$ cat config.mk
export PLATFORM = sky130hd
export DESIGN_NAME = seg7_display_driver
export DESIGN_NICKNAME = d
export VERILOG_FILES = /design/src/rtl/seg7_display_driver.sv
export SDC_FILE = /design/constraint.sdc
export NUM_CORES = 1
export LEC_CHECK = 0
export ABC_AREA = 1
export ABC_CLOCK_PERIOD_IN_PS = 8170
export CORE_MARGIN = 1
export CORE_UTILIZATION = 49
export DETAILED_ROUTE_END_ITERATION = 16
export HOLD_SLACK_MARGIN = 0.03
export PLACE_DENSITY = 0.71
export SYNTH_ARGS = -nofsm -noshare
export SYNTH_HDL_FRONTEND = slang
export SYNTH_SLANG_ARGS = --single-unit
$ cat constraint.sdc
create_clock -name clk -period 8.17 [get_ports clk]
set_clock_uncertainty 0.1 [all_clocks]
set_input_delay 1.634 -clock clk [delete_from_list [all_inputs] [get_ports clk]]
set_output_delay 1.634 -clock clk [all_outputs]
set_load 0.005 [all_outputs]
$ cat src/rtl/seg7_display_driver.sv
`default_nettype none
// ============================================================================
// Module   : seg7_display_driver
// Brief    : Scans packed BCD digits onto NUM_DIGITS seven-segment displays,
//            one digit per refresh_tick, with pause blinking.
//            Optional build macro: LEADING_ZERO_BLANK_EN (blank leading zeros).
// Revision : 1.0 - initial release
// ============================================================================
module seg7_display_driver #(
    parameter int NUM_DIGITS = 4,
    parameter int BLINK_DIV  = 500,
    parameter int ACTIVE_LOW = 1
) (
    input  logic                    clk,
    input  logic                    rst,
    input  logic                    refresh_tick,
    input  logic                    load,
    input  logic [4*NUM_DIGITS-1:0] digits_in,
    input  logic [NUM_DIGITS-1:0]   blank_mask,
    input  logic                    paused,
    output logic                    busy,
    output logic                    done,
    output logic [7*NUM_DIGITS-1:0] hex_out
);

    localparam int c_idx_w = (NUM_DIGITS > 1) ? $clog2(NUM_DIGITS) : 1;
    localparam int c_cnt_w = (BLINK_DIV > 1) ? $clog2(BLINK_DIV) : 1;
    localparam logic [c_idx_w-1:0] c_last_idx = c_idx_w'(NUM_DIGITS - 1);
    localparam logic [c_cnt_w-1:0] c_last_cnt = c_cnt_w'(BLINK_DIV - 1);
    localparam logic [6:0] c_inv = (ACTIVE_LOW != 0) ? 7'h7F : 7'h00;
    localparam logic [7*NUM_DIGITS-1:0] c_all_dark = {NUM_DIGITS{c_inv}};

    typedef enum logic [1:0] {
        S_IDLE = 2'd0,
        S_SCAN = 2'd1,
        S_DONE = 2'd2
    } state_t;

    state_t                         r_state;
    state_t                         w_state_next;

    logic [NUM_DIGITS-1:0][3:0]     r_shadow_digits;
    logic [NUM_DIGITS-1:0]          r_shadow_blank;
    logic [NUM_DIGITS-1:0][3:0]     r_pend_digits;
    logic [NUM_DIGITS-1:0]          r_pend_blank;
    logic                           r_pend_valid;
    logic [c_idx_w-1:0]             r_index;
    logic [NUM_DIGITS-1:0][6:0]     r_seg;
    logic [c_cnt_w-1:0]             r_blink_cnt;
    logic                           r_phase;
    logic [7*NUM_DIGITS-1:0]        r_hex;

    logic                           w_shadow_from_in;
    logic                           w_shadow_from_pend;
    logic                           w_pend_wr;
    logic                           w_pend_clr;
    logic                           w_seg_wr;
    logic [NUM_DIGITS-1:0]          w_cap_blank;
    logic [6:0]                     w_seg_new;

    // Blanking captured alongside the digits; leading-zero rule optional.
`ifdef LEADING_ZERO_BLANK_EN
    logic [NUM_DIGITS-1:0]          w_lz_blank;

    always_comb begin : p_lz_blank
        logic w_run;
        w_lz_blank = '0;
        w_run      = 1'b1;
        for (int i = NUM_DIGITS - 1; i > 0; i--) begin
            if (w_run && (digits_in[4*i +: 4] == 4'd0)) begin
                w_lz_blank[i] = 1'b1;
            end else begin
                w_run = 1'b0;
            end
        end
    end

    assign w_cap_blank = blank_mask | w_lz_blank;
`else
    assign w_cap_blank = blank_mask;
`endif

    // Lit pattern with bit0 = a .. bit6 = g, before polarity is applied.
    function automatic logic [6:0] seg_lit(input logic [3:0] d);
        logic [6:0] p;
        case (d)
            4'd0:    p = 7'h3F;
            4'd1:    p = 7'h06;
            4'd2:    p = 7'h5B;
            4'd3:    p = 7'h4F;
            4'd4:    p = 7'h66;
            4'd5:    p = 7'h6D;
            4'd6:    p = 7'h7D;
            4'd7:    p = 7'h07;
            4'd8:    p = 7'h7F;
            4'd9:    p = 7'h6F;
            default: p = 7'h40;
        endcase
        return p;
    endfunction

    assign w_seg_new = (r_shadow_blank[r_index] ? 7'h00
                                                : seg_lit(r_shadow_digits[r_index])) ^ c_inv;

    always_ff @(posedge clk or posedge rst) begin
        if (rst) begin
            r_state <= S_IDLE;
        end else begin
            r_state <= w_state_next;
        end
    end

    // A load landing in DONE with nothing pending is parked and picked up from IDLE.
    always_comb begin
        w_state_next       = r_state;
        w_shadow_from_in   = 1'b0;
        w_shadow_from_pend = 1'b0;
        w_pend_wr          = 1'b0;
        w_pend_clr         = 1'b0;
        w_seg_wr           = 1'b0;
        case (r_state)
            S_IDLE: begin
                if (r_pend_valid) begin
                    w_shadow_from_pend = 1'b1;
                    w_pend_clr         = 1'b1;
                    w_pend_wr          = load;
                    w_state_next       = S_SCAN;
                end else if (load) begin
                    w_shadow_from_in = 1'b1;
                    w_state_next     = S_SCAN;
                end
            end
            S_SCAN: begin
                w_pend_wr = load;
                if (refresh_tick) begin
                    w_seg_wr = 1'b1;
                    if (r_index == c_last_idx) begin
                        w_state_next = S_DONE;
                    end
                end
            end
            S_DONE: begin
                w_pend_wr = load;
                if (r_pend_valid) begin
                    w_shadow_from_pend = 1'b1;
                    w_pend_clr         = 1'b1;
                    w_state_next       = S_SCAN;
                end else begin
                    w_state_next = S_IDLE;
                end
            end
            default: begin
                w_state_next = S_IDLE;
            end
        endcase
    end

    assign busy = (r_state != S_IDLE);
    assign done = (r_state == S_DONE);

    always_ff @(posedge clk or posedge rst) begin
        if (rst) begin
            r_shadow_digits <= '0;
            r_shadow_blank  <= '0;
            r_index         <= '0;
        end else if (w_shadow_from_in) begin
            r_shadow_digits <= digits_in;
            r_shadow_blank  <= w_cap_blank;
            r_index         <= '0;
        end else if (w_shadow_from_pend) begin
            r_shadow_digits <= r_pend_digits;
            r_shadow_blank  <= r_pend_blank;
            r_index         <= '0;
        end else if (w_seg_wr) begin
            r_index <= r_index + 1'b1;
        end
    end

    // A new load outranks the clear so a back-to-back load is never dropped.
    always_ff @(posedge clk or posedge rst) begin
        if (rst) begin
            r_pend_digits <= '0;
            r_pend_blank  <= '0;
            r_pend_valid  <= 1'b0;
        end else if (w_pend_wr) begin
            r_pend_digits <= digits_in;
            r_pend_blank  <= w_cap_blank;
            r_pend_valid  <= 1'b1;
        end else if (w_pend_clr) begin
            r_pend_valid <= 1'b0;
        end
    end

    always_ff @(posedge clk or posedge rst) begin
        if (rst) begin
            r_seg <= c_all_dark;
        end else if (w_seg_wr) begin
            r_seg[r_index] <= w_seg_new;
        end
    end

    always_ff @(posedge clk or posedge rst) begin
        if (rst) begin
            r_blink_cnt <= '0;
            r_phase     <= 1'b0;
        end else if (!paused) begin
            r_blink_cnt <= '0;
            r_phase     <= 1'b0;
        end else if (refresh_tick) begin
            if (r_blink_cnt == c_last_cnt) begin
                r_blink_cnt <= '0;
                r_phase     <= ~r_phase;
            end else begin
                r_blink_cnt <= r_blink_cnt + 1'b1;
            end
        end
    end

    // Blink masks only the output register; the scanned segments stay intact.
    always_ff @(posedge clk or posedge rst) begin
        if (rst) begin
            r_hex <= c_all_dark;
        end else if (paused && r_phase) begin
            r_hex <= c_all_dark;
        end else begin
            r_hex <= r_seg;
        end
    end

    assign hex_out = r_hex;

endmodule
`default_nettype wire

## Word-level counts from Yosys, hierarchy flattened

Memories as Yosys holds them, arrays and structs flattened.
Cells that the tools add are included.

| operators by class | value |
|---|---|
| $add $sub $neg | 2 |
| $lt $le $gt $ge | 2 |
| equality and inequality tests | 9 |
| multiplexer cells | 39 |
| bitwise logic cells | 2 |
| reductions and logical operators | 11 |

Operators with widths:

| operator | number |
|---|---|
| 16-bit 2-to-1 mux | 2 |
| 28-bit bitwise mux | 1 |
| 28-bit 2-to-1 mux | 1 |
| 9-bit 2-to-1 mux | 3 |
| 1-bit 2-to-1 mux | 15 |
| 7-bit demux with 2-bit select | 1 |
| 2-bit 2-to-1 mux | 7 |
| 7-bit 2-to-1 mux | 2 |
| 4-bit 2-to-1 mux | 3 |
| 9-bit by 1-bit adder with 9-bit output, second input constant | 1 |
| 9-bit equality test, second input constant | 1 |
| 4-bit binary-select mux with 2-bit select | 1 |
| 7-bit NOT | 1 |
| 2-bit != test, second input constant | 3 |
| 2-bit case mux with 3 select lines | 1 |
| 2-bit nonzero test | 3 |
| 2-bit equality test, second input constant | 2 |
| 2-bit OR reduction | 2 |
| 2-bit by 3-bit less-than comparator with 1-bit output, second input constant | 1 |
| 3-bit != test, second input constant | 1 |
| 3-bit AND reduction | 1 |
| 3-bit nonzero test | 1 |
| 2-bit by 1-bit adder with 2-bit output, second input constant | 1 |
| 1-bit binary-select mux with 2-bit select | 1 |
| other kinds (8) | 9 |

| storage, ports and cells | value |
|---|---|
| bits in registers | 111 |
| ROM bits | 112 |
| bits of input ports | 25 |
| output and inout port bits | 30 |
| logic and storage cells | 86 |
| memories | 1 |

Memories:

| name | depth | bits a word | rd ports | clocked after memory_dff | write ports | RTL line | RTL |
|---|---|---|---|---|---|---|---|
| (no name shown) | 16 | 7 | 1 | 0 | 0 | 86 | `case (d)` |

## Depth between registers and ports, before layout

Gate-level depths: netlist (run 1).
An unclocked memory read counts as a cell.

| depth | value |
|---|---|
| depth after elaboration | 6 |
| depth in mapped cells | 13 |
| gate-level depth less buffers | 12 |

## Least setup slack after synthesis (run 1)

No wires, ideal clock.

| timing path | value |
|---|---|
| path type | reg2out |
| start point | reg r_state[0] |
| end point | out busy |
| arrival | 848 ps |
| required time | 6436 ps |
| setup slack | 5588 ps |
| stages on the path, launching flop included | 4 |
| buffers on the path | 0 |
| path through | dfrtp_1 -> inv_1 -> ha_1 -> inv_1 |

| on the way | value |
|---|---|
| word-level cells in the longest chain between the ends | 1 |

Ends and longest elaborated chain:

| what | RTL line | RTL |
|---|---|---|
| start, declared | 39 | `state_t r_state;` |
| start signal, assigned | 109 | `r_state <= w_state_next;` |
| 2-bit nonzero test | 158 | `assign busy = (r_state != S_IDLE);` |
| end, declared | 21 | `output logic busy,` |

No other way between the ends.

## Worst setup path after layout (run 1)

Same ends and word-level chain as after synthesis.

==> flow_metrics.py, run 1 <==
metrics = {
    "outcome": {
        "status": "finished clean",
    },
    "synth": {
        "syn_nets": 597,
        "synth.avg_cell_area_um2": 9.028,
        "synth_seq_cells": 111,
        "yosysMostFrequentCell": "nand2_1",
        "synth_edf_count": 0,
        "synthArstFlopShare": 1.000,
        "yosysWarnings": 0,
        "ys.flop_type": "dfstp_2",
        "postSynthCellCount": 556,
        "synth_area_um2": 5020,
        "netlist.area_leader.share": 0.2931,
        "synthTopCellsByArea": "dfstp_2 29%, dfrtp_1 27%, nand2_1 13%",
        "yosysTopAreaCell": "dfstp_2",
        "synth.distinct_cells": 30,
        "synthTopCellsByCount": "174 x nand2_1, 74 x inv_1, 56 x dfstp_2",
        "yosysSeqAreaShare": 0.5673,
    },
    "global_routing": {
        "grt_max_degree": 86,
        "grt-busiest-layer": "met2",
        "track_usage": 0.1873,
        "overflow": 0,
        "grt_pass1_wl_um": 15490,
        "antenna_found_initial": 0,
        "met1_usage": 0.2367,
        "grt_pass1_vias": 3471,
        "use_met2": 0.3282,
        "grt_use_met3": 0.03427,
    },
    "setup_path": {
        "critPathTopFamily": "buffers and inverters",
        "crit_fanout": 7,
        "worst-path-stages": 4,
        "worst-r2r-setup-slack_ns": 5.77,
        "startpoint_type": "register",
        "r2r-start": "r_state[0]$_DFFE_PP0P_",
        "critPathRequiredTime_ns": 6.44,
        "startpoint": "r_state[0]$_DFFE_PP0P_",
        "worstPathCellList": "inv_1 > ha_1 > inv_1 > clkdlybuf4s50_1",
        "r2r_cells": 6,
        "cp-end-kind": "primary output",
        "worst_ep_arrival_time_ns": 1.85,
        "endpoint": "busy",
        "crit_type": "register to primary output",
        "r2r_end": "r_pend_valid$_DFFE_PP0P_",
        "path_buf_inv": 3,
        "critPathSlowestCell": "clkdlybuf4s50_1",
        "cp_common_cell": "inv_1",
        "slowest_delay_ns": 0.51,
    },
    "clock_tree": {
        "clk_path_buf_depth": 2,
        "htree_levels": 3,
        "cts_sinks": 111,
        "insertion_delay_ns": 0.36,
        "cts_resized": 0,
        "post_cts_buffers": 0,
        "cts-root-buf": "clkbuf_8",
        "clkTransAtPathRegs_ns": 0.10,
        "cts_tree": "built",
        "ctsHoldBuffers": 0,
        "cts_made_buffers": 9,
    },
    "floorplan": {
        "fp-row-count": 36,
        "core-area_um2": 9864,
        "die_area_um2": 10650,
        "die_h_um": 103.2,
        "ios": 55,
        "initial_utilization": 0.5089,
        "die_x_um": 103.2,
    },
    "detailed_routing": {
        "wl_per_cell_um": 11.90,
        "dr.pass1.iters": 4,
        "vias_per_cell": 4.848,
        "vias": 3612,
        "routed_wl_um": 8867,
        "drc": 0,
        "final_antenna_net_count": 0,
        "detail_route.iter0.violations": 152,
    },
    "timing": {
        "rsz0062_at_grt": "no",
        "setup_tns_ns": 0,
        "setup_viol": 0,
        "worstMarginPinSlew_ns": 1.197,
        "period_share": 0.4393,
        "relSlewSlack": 0.1998,
        "period_needed_ns": 3.589,
        "final_max_slew_viol_count": 0,
        "hold_violations": 0,
        "timing.fmax_mhz": 278.6,
    },
    "power_and_ir_drop": {
        "pwr-share-clk": 0.151,
        "p_switching_uw": 878.1,
        "intPower_mw": 1.371,
        "p_per_area_nw_per_um2": 382.7,
        "irDropWorstVdd_v": 0.0001952,
        "leakage_nw": 2.810,
        "comb_power_share": 0.430,
        "power_frac_seq": 0.419,
        "swShare": 0.3905,
    },
    "job": {
        "cap_viol_max_count": 0,
    },
    "final_layout": {
        "antenna_cells": 0,
        "num-nets-final": 648,
        "area_delta_synth_final_pct": 17.05,
        "fillers": 876,
        "final_util": 0.5956,
        "drive_gt1_frac": 0.1585,
    },
    "placement": {
        "place_hpwl_um": 6229,
        "portBuffers": 54,
        "place_congestion": 0.7873,
    },
    "min_path": {
        "whs_path_depth": 2,
        "hold_path.class": "register to register",
    },
}
## final cells by class
cell class                      instances  area (um^2)  area share
Sequential cell                       111         2848      0.4847
Multi-Input combinational cell        351         1795      0.3056
Timing Repair Buffer                   55        548.0     0.09327
Inverter                               79        301.5     0.05132
Clock buffer                           11        173.9     0.02960
Tap cell                              133        166.4     0.02832
Clock inverter                          5        42.54    0.007240
## power groups by stage
stage / combinational, mW / clock, mW / sequential, mW
after CTS: 0.981 / 0.348 / 0.943
final: 0.968 / 0.339 / 0.942
after global routing: 1.11 / 0.365 / 0.970
after floorplan: 0.714 / 0 / 0.924
after global placement: 0.947 / 0 / 0.946
after detailed placement: 0.976 / 0 / 0.954
## layout by cell type (no fill, tap or decap), drive strengths merged
| master | count |
|---|---|
| clkinv | 1 |
| buf | 1 |
| a211oi | 1 |
| o221ai | 2 |
| xor2 | 2 |
| dfstp | 56 |
| nor2 | 32 |
| nand4 | 3 |
| inv | 82 |
| nand3 | 48 |
| clkbuf | 11 |
| nand3b | 1 |
| nand2 | 181 |
| clkdlybuf4s50 | 54 |
| nor3 | 3 |
| ha | 16 |
| dfrtp | 55 |
| o21bai | 1 |
| clkinvlp | 1 |
| o21ai | 15 |
| o211ai | 19 |
| o31ai | 2 |
| a21oi | 25 |
## registers in the layout, indices dropped and copies added, names as in the netlist
name / cells
r_seg: 28
r_blink_cnt: 9
r_pend_blank: 4
r_pend_digits: 16
r_state: 2
r_pend_valid: 1
r_phase: 1
r_index: 2
hex_out: 28
r_shadow_digits: 16
r_shadow_blank: 4
## tightest hold or removal path, delay by kind of cell (launching register included)
kind	cells	cell delay, ns
DFF	1	0.38
and+or+nand+nor	1	0.04
buffers and inverters	1	0.04
## cells by family after synthesis
| logic type | share of synthesized area |
|---|---|
| and+or+nand+nor | 0.2358 |
| DFF | 0.5673 |
| buffers and inverters | 0.07502 |
| AOI/OAI and AO/OA | 0.07852 |
| adders and majority gates | 0.03988 |
| xor gates and xnor gates | 0.003490 |
## stage by stage
step	hold slack [ns]	setup slack [ns]	instances	area [um^2]	power, mW
after global routing	0.3614	4.475	745	5876	2.442
after global placement	0.3418	4.577	729	5659	1.893
after detailed placement	0.3416	4.455	729	5659	1.930
after CTS	0.3566	4.559	745	5876	2.272
final	0.3523	4.581	745	5876	2.249
after floorplan	0.3326	3.598	556	5020	1.639
## worst min path at each step
stage                                     from                    endpoint  slack, ns
CTS                      r_seg[19]$_DFFE_PP1P_       hex_out[19]$_DFF_PP1_       0.36
global route             r_seg[12]$_DFFE_PP1P_       hex_out[12]$_DFF_PP1_       0.36
floorplan           r_blink_cnt[8]$_DFFE_PP0P_  r_blink_cnt[8]$_DFFE_PP0P_       0.33
global placement         r_seg[17]$_DFFE_PP1P_       hex_out[17]$_DFF_PP1_       0.34
finish                   r_seg[19]$_DFFE_PP1P_       hex_out[19]$_DFF_PP1_       0.35
detailed placement       r_seg[19]$_DFFE_PP1P_       hex_out[19]$_DFF_PP1_       0.34
## metal layers
| metal | vias to the layer above | part of all wire | wire length (um) |
|---|---|---|---|
| met5 | - | 0 | 0 |
| met4 | 0 | 0.012 | 107 |
| met3 | 11 | 0.030 | 264 |
| met2 | 52 | 0.49 | 4321 |
| met1 | 1695 | 0.47 | 4174 |
| li1 | 1854 | - | - |
(Power assumes the default switching activity.)
==> run 2, diff against run 1 <==
- ABC_CLOCK_PERIOD_IN_PS: 8170 -> 3700
- clock period: 8.17 -> 3.7 ns (I/O delays scaled with it)
==> run 2 against run 1 <==
  * Worst hold slack hardly changed
  * First-iteration DRC count is 18% lower
  * Sequential power is 120% higher
==> flow_metrics.py, run 2 (same netlist as run 1, synthesis figures left out) <==
metrics = {
    "outcome": {
        "status": "finished clean",
    },
    "clock_tree": {
        "ctsHoldBuffers": 0,
        "cts-root-buf": "clkbuf_8",
        "cts_tree": "built",
        "clk_path_buf_depth": 2,
        "clkTransAtPathRegs_ns": 0.10,
        "cts_made_buffers": 9,
        "insertion_delay_ns": 0.37,
        "cts_resized": 0,
        "post_cts_buffers": 0,
        "htree_levels": 3,
        "cts_sinks": 111,
    },
    "timing": {
        "period_share": 0.7201,
        "setup_tns_ns": 0,
        "setup_viol": 0,
        "relSlewSlack": 0.2667,
        "final_max_slew_viol_count": 0,
        "rsz0062_at_grt": "no",
        "hold_violations": 0,
        "worstMarginPinSlew_ns": 1.097,
        "timing.fmax_mhz": 375.3,
        "hold_ws_ns": 0.3519,
        "period_needed_ns": 2.665,
    },
    "final_layout": {
        "multi_input_area_um2": 1795,
        "final_common_cell": "nand2_1",
        "drive_gt1_frac": 0.1599,
        "antenna_cells": 0,
        "num-nets-final": 649,
        "area_delta_synth_final_pct": 17.05,
        "seq_area_um2": 2848,
        "fin_cells": 746,
        "fillers": 852,
        "final_cell_mix": "174 x nand2_1, 73 x inv_1, 56 x dfstp_2",
    },
    "setup_path": {
        "crit_type": "register to primary output",
        "critPathRequiredTime_ns": 2.86,
        "worst_ep_arrival_time_ns": 1.82,
        "slowest_delay_ns": 0.50,
        "critPathTopFamily": "buffers and inverters",
        "startpoint_type": "register",
        "worst-r2r-setup-slack_ns": 1.39,
        "worstPathCellList": "inv_1 > ha_1 > inv_1 > clkdlybuf4s50_1",
        "critPathSlowestCell": "clkdlybuf4s50_1",
        "cp_common_cell": "inv_1",
        "path_buf_inv": 3,
        "crit_fanout": 7,
        "cp-end-kind": "primary output",
    },
    "floorplan": {
        "ios": 55,
        "fp-row-count": 36,
        "core-area_um2": 9864,
        "initial_utilization": 0.5089,
        "die_h_um": 103.2,
        "die_x_um": 103.2,
        "die_area_um2": 10650,
    },
    "global_routing": {
        "grt_max_degree": 72,
        "antenna_found_initial": 0,
        "overflow": 0,
        "grt_pass1_wl_um": 15360,
        "grt_pass1_vias": 3385,
        "track_usage": 0.1866,
    },
    "power_and_ir_drop": {
        "irDropWorstVdd_v": 0.0003604,
        "p_per_area_nw_per_um2": 838.6,
        "leakage_nw": 2.809,
    },
    "detailed_routing": {
        "wl_per_cell_um": 11.93,
        "routed_wl_um": 8903,
        "dr.pass1.iters": 5,
        "final_antenna_net_count": 0,
        "drc": 0,
        "vias_per_cell": 4.862,
        "vias": 3627,
        "detail_route.iter0.violations": 124,
    },
    "placement": {
        "place_congestion": 0.7793,
        "place_hpwl_um": 6285,
        "dpl.cell_count": 730,
        "portBuffers": 54,
    },
    "min_path": {
        "hold_path.class": "register to register",
    },
    "job": {
        "cap_viol_max_count": 0,
    },
}
==> run 2: worst register-to-register path: cells and delay by family (launching register included) <==
kind                       cells  cell delay [ns]
buffers and inverters          2             0.70
AOI/OAI and AO/OA              1             0.11
adders and majority gates      1             0.28
and+or+nand+nor                2             0.53
DFF                            1             0.44
==> run 2: power by group <==
part | internal [mW] | switching [mW]
clock network | 0.293 | 0.405
logic | 0.852 | 1.30
registers | 1.85 | 0.232
==> run 2: routing by layer <==
| layer | part of all wire | GRT usage |
|---|---|---|
| met5 | 0 | 0 |
| met4 | 0.013 | 0.04442 |
| met3 | 0.027 | 0.04301 |
| met2 | 0.48 | 0.3133 |
| met1 | 0.48 | 0.2473 |
==> run 2: final timing paths <==
check,startpoint,endpoint,cells past startpoint
hold reg to reg,r_seg[19]$_DFFE_PP1P_,hex_out[19]$_DFF_PP1_,2
min in group asynchronous,rst,r_blink_cnt[4]$_DFFE_PP0P_,2
hold / removal,r_seg[19]$_DFFE_PP1P_,hex_out[19]$_DFF_PP1_,2
max in group asynchronous,rst,r_shadow_digits[10]$_DFFE_PP0P_,3
setup reg to reg,r_state[0]$_DFFE_PP0P_,r_shadow_digits[5]$_DFFE_PP0P_,6
setup / recovery,r_state[0]$_DFFE_PP0P_,busy,4
==> run 2: metrics by stage <==
stage	utilization	power, mW	setup slack (ns)	cell area [um^2]
finish	0.5956	4.927	1.035	5876
global route	0.5956	5.352	0.9283	5876
CTS	0.5956	4.988	1.011	5876
detailed placement	0.5757	4.280	0.9820	5679
global placement	0.5757	4.189	1.074	5679
floorplan	-	3.619	0.02202	5020
==> run 2: layout make-up <==
type / instances / area share
Sequential cell: 111 / 0.4847
Timing Repair Buffer: 56 / 0.09668
Clock inverter: 6 / 0.008092
Clock buffer: 10 / 0.02534
Inverter: 79 / 0.05132
Multi-Input combinational cell: 351 / 0.3056
Tap cell: 133 / 0.02832
==> run 3, diff against run 2 <==
- ABC_CLOCK_PERIOD_IN_PS: 3700 -> 2100
- PLACE_DENSITY: 0.71 -> 0.74
- clock period: 3.7 -> 2.1 ns (I/O delays scaled with it)
==> run 3 against run 2 <==
  * Combinational power rose by 90%
  * Worst setup slack worse by 0.87 ns
  * Routed wire length grew 2.2%
  * Core utilization increased by 1.8 points
  * Critical endpoint is now hex_out[16]
  * Register-to-register slack worse by 1.2 ns
  * Flip-flop and latch count is the same
==> flow_metrics.py, run 3 (same netlist as run 1, synthesis figures left out) <==
metrics = {
    "outcome": {
        "status": "finished clean",
    },
    "clock_tree": {
        "clkTransAtPathRegs_ns": 0.11,
        "ctsHoldBuffers": 0,
        "cts_sinks": 111,
        "insertion_delay_ns": 0.37,
        "htree_levels": 3,
        "cts_tree": "built",
        "clk_path_buf_depth": 2,
        "cts-root-buf": "clkbuf_8",
        "cts_made_buffers": 9,
    },
    "final_layout": {
        "drive_gt1_frac": 0.1889,
        "final_common_cell": "nand2_1",
        "antenna_cells": 0,
        "area_delta_synth_final_pct": 20.54,
        "final_util": 0.6134,
        "final_cell_mix": "173 x nand2_1, 71 x inv_1, 56 x dfstp_2",
        "fin_cells": 763,
        "fillers": 835,
        "num-nets-final": 666,
    },
    "detailed_routing": {
        "vias": 3695,
        "final_antenna_net_count": 0,
        "drc": 0,
        "vias_per_cell": 4.843,
        "wl_per_cell_um": 11.93,
        "dr.pass1.iters": 4,
        "routed_wl_um": 9100,
        "detail_route.iter0.violations": 149,
    },
    "timing": {
        "period_needed_ns": 1.934,
        "setup_tns_ns": 0,
        "relSlewSlack": 0.6156,
        "period_share": 0.9210,
        "rsz0062_at_grt": "no",
        "final_max_slew_viol_count": 0,
        "hold_violations": 0,
        "timing.fmax_mhz": 517.0,
        "worstMarginPinSlew_ns": 0.5765,
        "setup_viol": 0,
        "fin_ws_ns": 0.1658,
        "hold_ws_ns": 0.3529,
    },
    "placement": {
        "place_congestion": 0.8719,
        "dpl.cell_count": 743,
        "portBuffers": 54,
        "place_hpwl_um": 6391,
        "place_ws_ns": 0.07419,
    },
    "setup_path": {
        "r2r_end": "r_seg[26]$_DFFE_PP1P_",
        "r2r_cells": 12,
        "crit_fanout": 1,
        "r2r-start": "r_index[0]$_DFFE_PP0P_",
        "worst-path-stages": 1,
        "crit_type": "register to primary output",
        "critPathSlowestCell": "dfstp_2",
        "slowest_delay_ns": 0.55,
        "startpoint_type": "register",
        "worst_ep_arrival_time_ns": 1.41,
        "cp-end-kind": "primary output",
        "path_buf_inv": 1,
        "worst-r2r-setup-slack_ns": 0.22,
        "critPathTopFamily": "flip-flops",
        "critPathRequiredTime_ns": 1.58,
        "worstPathCellList": "clkdlybuf4s50_1",
    },
    "floorplan": {
        "die_h_um": 103.2,
        "ios": 55,
        "core-area_um2": 9864,
        "initial_utilization": 0.5089,
        "die_area_um2": 10650,
        "die_x_um": 103.2,
        "fp-row-count": 36,
    },
    "min_path": {
        "whs_path_depth": 2,
        "hp-start": "r_seg[19]$_DFFE_PP1P_",
        "min_to": "hex_out[19]$_DFF_PP1_",
        "hold_path.class": "register to register",
    },
    "global_routing": {
        "grt_pass1_vias": 3535,
        "antenna_found_initial": 0,
        "track_usage": 0.1938,
        "grt_pass1_wl_um": 15960,
        "grt_max_degree": 112,
        "overflow": 0,
    },
    "power_and_ir_drop": {
        "leakage_nw": 2.915,
        "p_per_area_nw_per_um2": 1480,
        "irDropWorstVdd_v": 0.0006523,
    },
    "job": {
        "cap_viol_max_count": 0,
    },
}
==> run 3: worst register-to-register path, cell delays in order (launching register included) <==
cell     delay, ns
dfrtp_1       0.43
buf_4         0.18
nand2_1       0.06
nand3_1       0.09
nand2_2       0.14
inv_1         0.10
ha_1          0.18
inv_1         0.05
nand3_1       0.08
nand3_1       0.11
nand3_2       0.14
nand2_1       0.10
nand2_1       0.05
==> run 3: final cells by class <==
type                            instances  area [um^2]  share of cell area
Sequential cell                       111         2848              0.4706
Clock buffer                            9        123.9             0.02047
Clock inverter                          7        73.82             0.01220
Tap cell                              133        166.4             0.02750
Timing Repair Buffer                   73        725.7              0.1199
Multi-Input combinational cell        351         1810              0.2992
Inverter                               79        302.8             0.05004
==> run 3: worst max path at each step <==
stage | to | startpoint | slack, ns
floorplan | r_blink_cnt[0]$_DFFE_PP0P_ | rst | 0.28
global placement | r_blink_cnt[8]$_DFFE_PP0P_ | refresh_tick | 0.18
detailed placement | r_blink_cnt[6]$_DFFE_PP0P_ | refresh_tick | 0.07
CTS | done | r_state[1]$_DFFE_PP0P_ | 0.009
global route | r_seg[19]$_DFFE_PP1P_ | r_index[0]$_DFFE_PP0P_ | 0.06
finish | hex_out[16] | hex_out[16]$_DFF_PP1_ | 0.17
==> run 3: per-stage QoR <==
stage / cell area (um^2) / power (mW)
6_report: 6051 / 8.956
5_1_grt: 6051 / 9.753
4_1_cts: 6036 / 9.020
3_5_place_dp: 5803 / 7.689
3_3_place_gp: 5803 / 7.526
2_1_floorplan: 5024 / 6.377
==> run 3: power breakdown <==
group | total, mW | internal, mW | switching [mW]
clock | 1.24 | 0.469 | 0.775
combinational | 4.08 | 1.70 | 2.39
sequential | 3.63 | 3.25 | 0.380
==> run 3: per-layer routing <==
layer	up-vias	track usage	share of wire
met4	0	0.06717	0.020
li1	1890	-	-
met3	18	0.04099	0.030
met5	-	0	0
met1	1722	0.2503	0.46
met2	65	0.3262	0.49
==> run 3: what timing repair did <==
item	CTS	global route
gates resized for setup	4	3
setup endpoints to repair	2	3
setup buffers	3	1
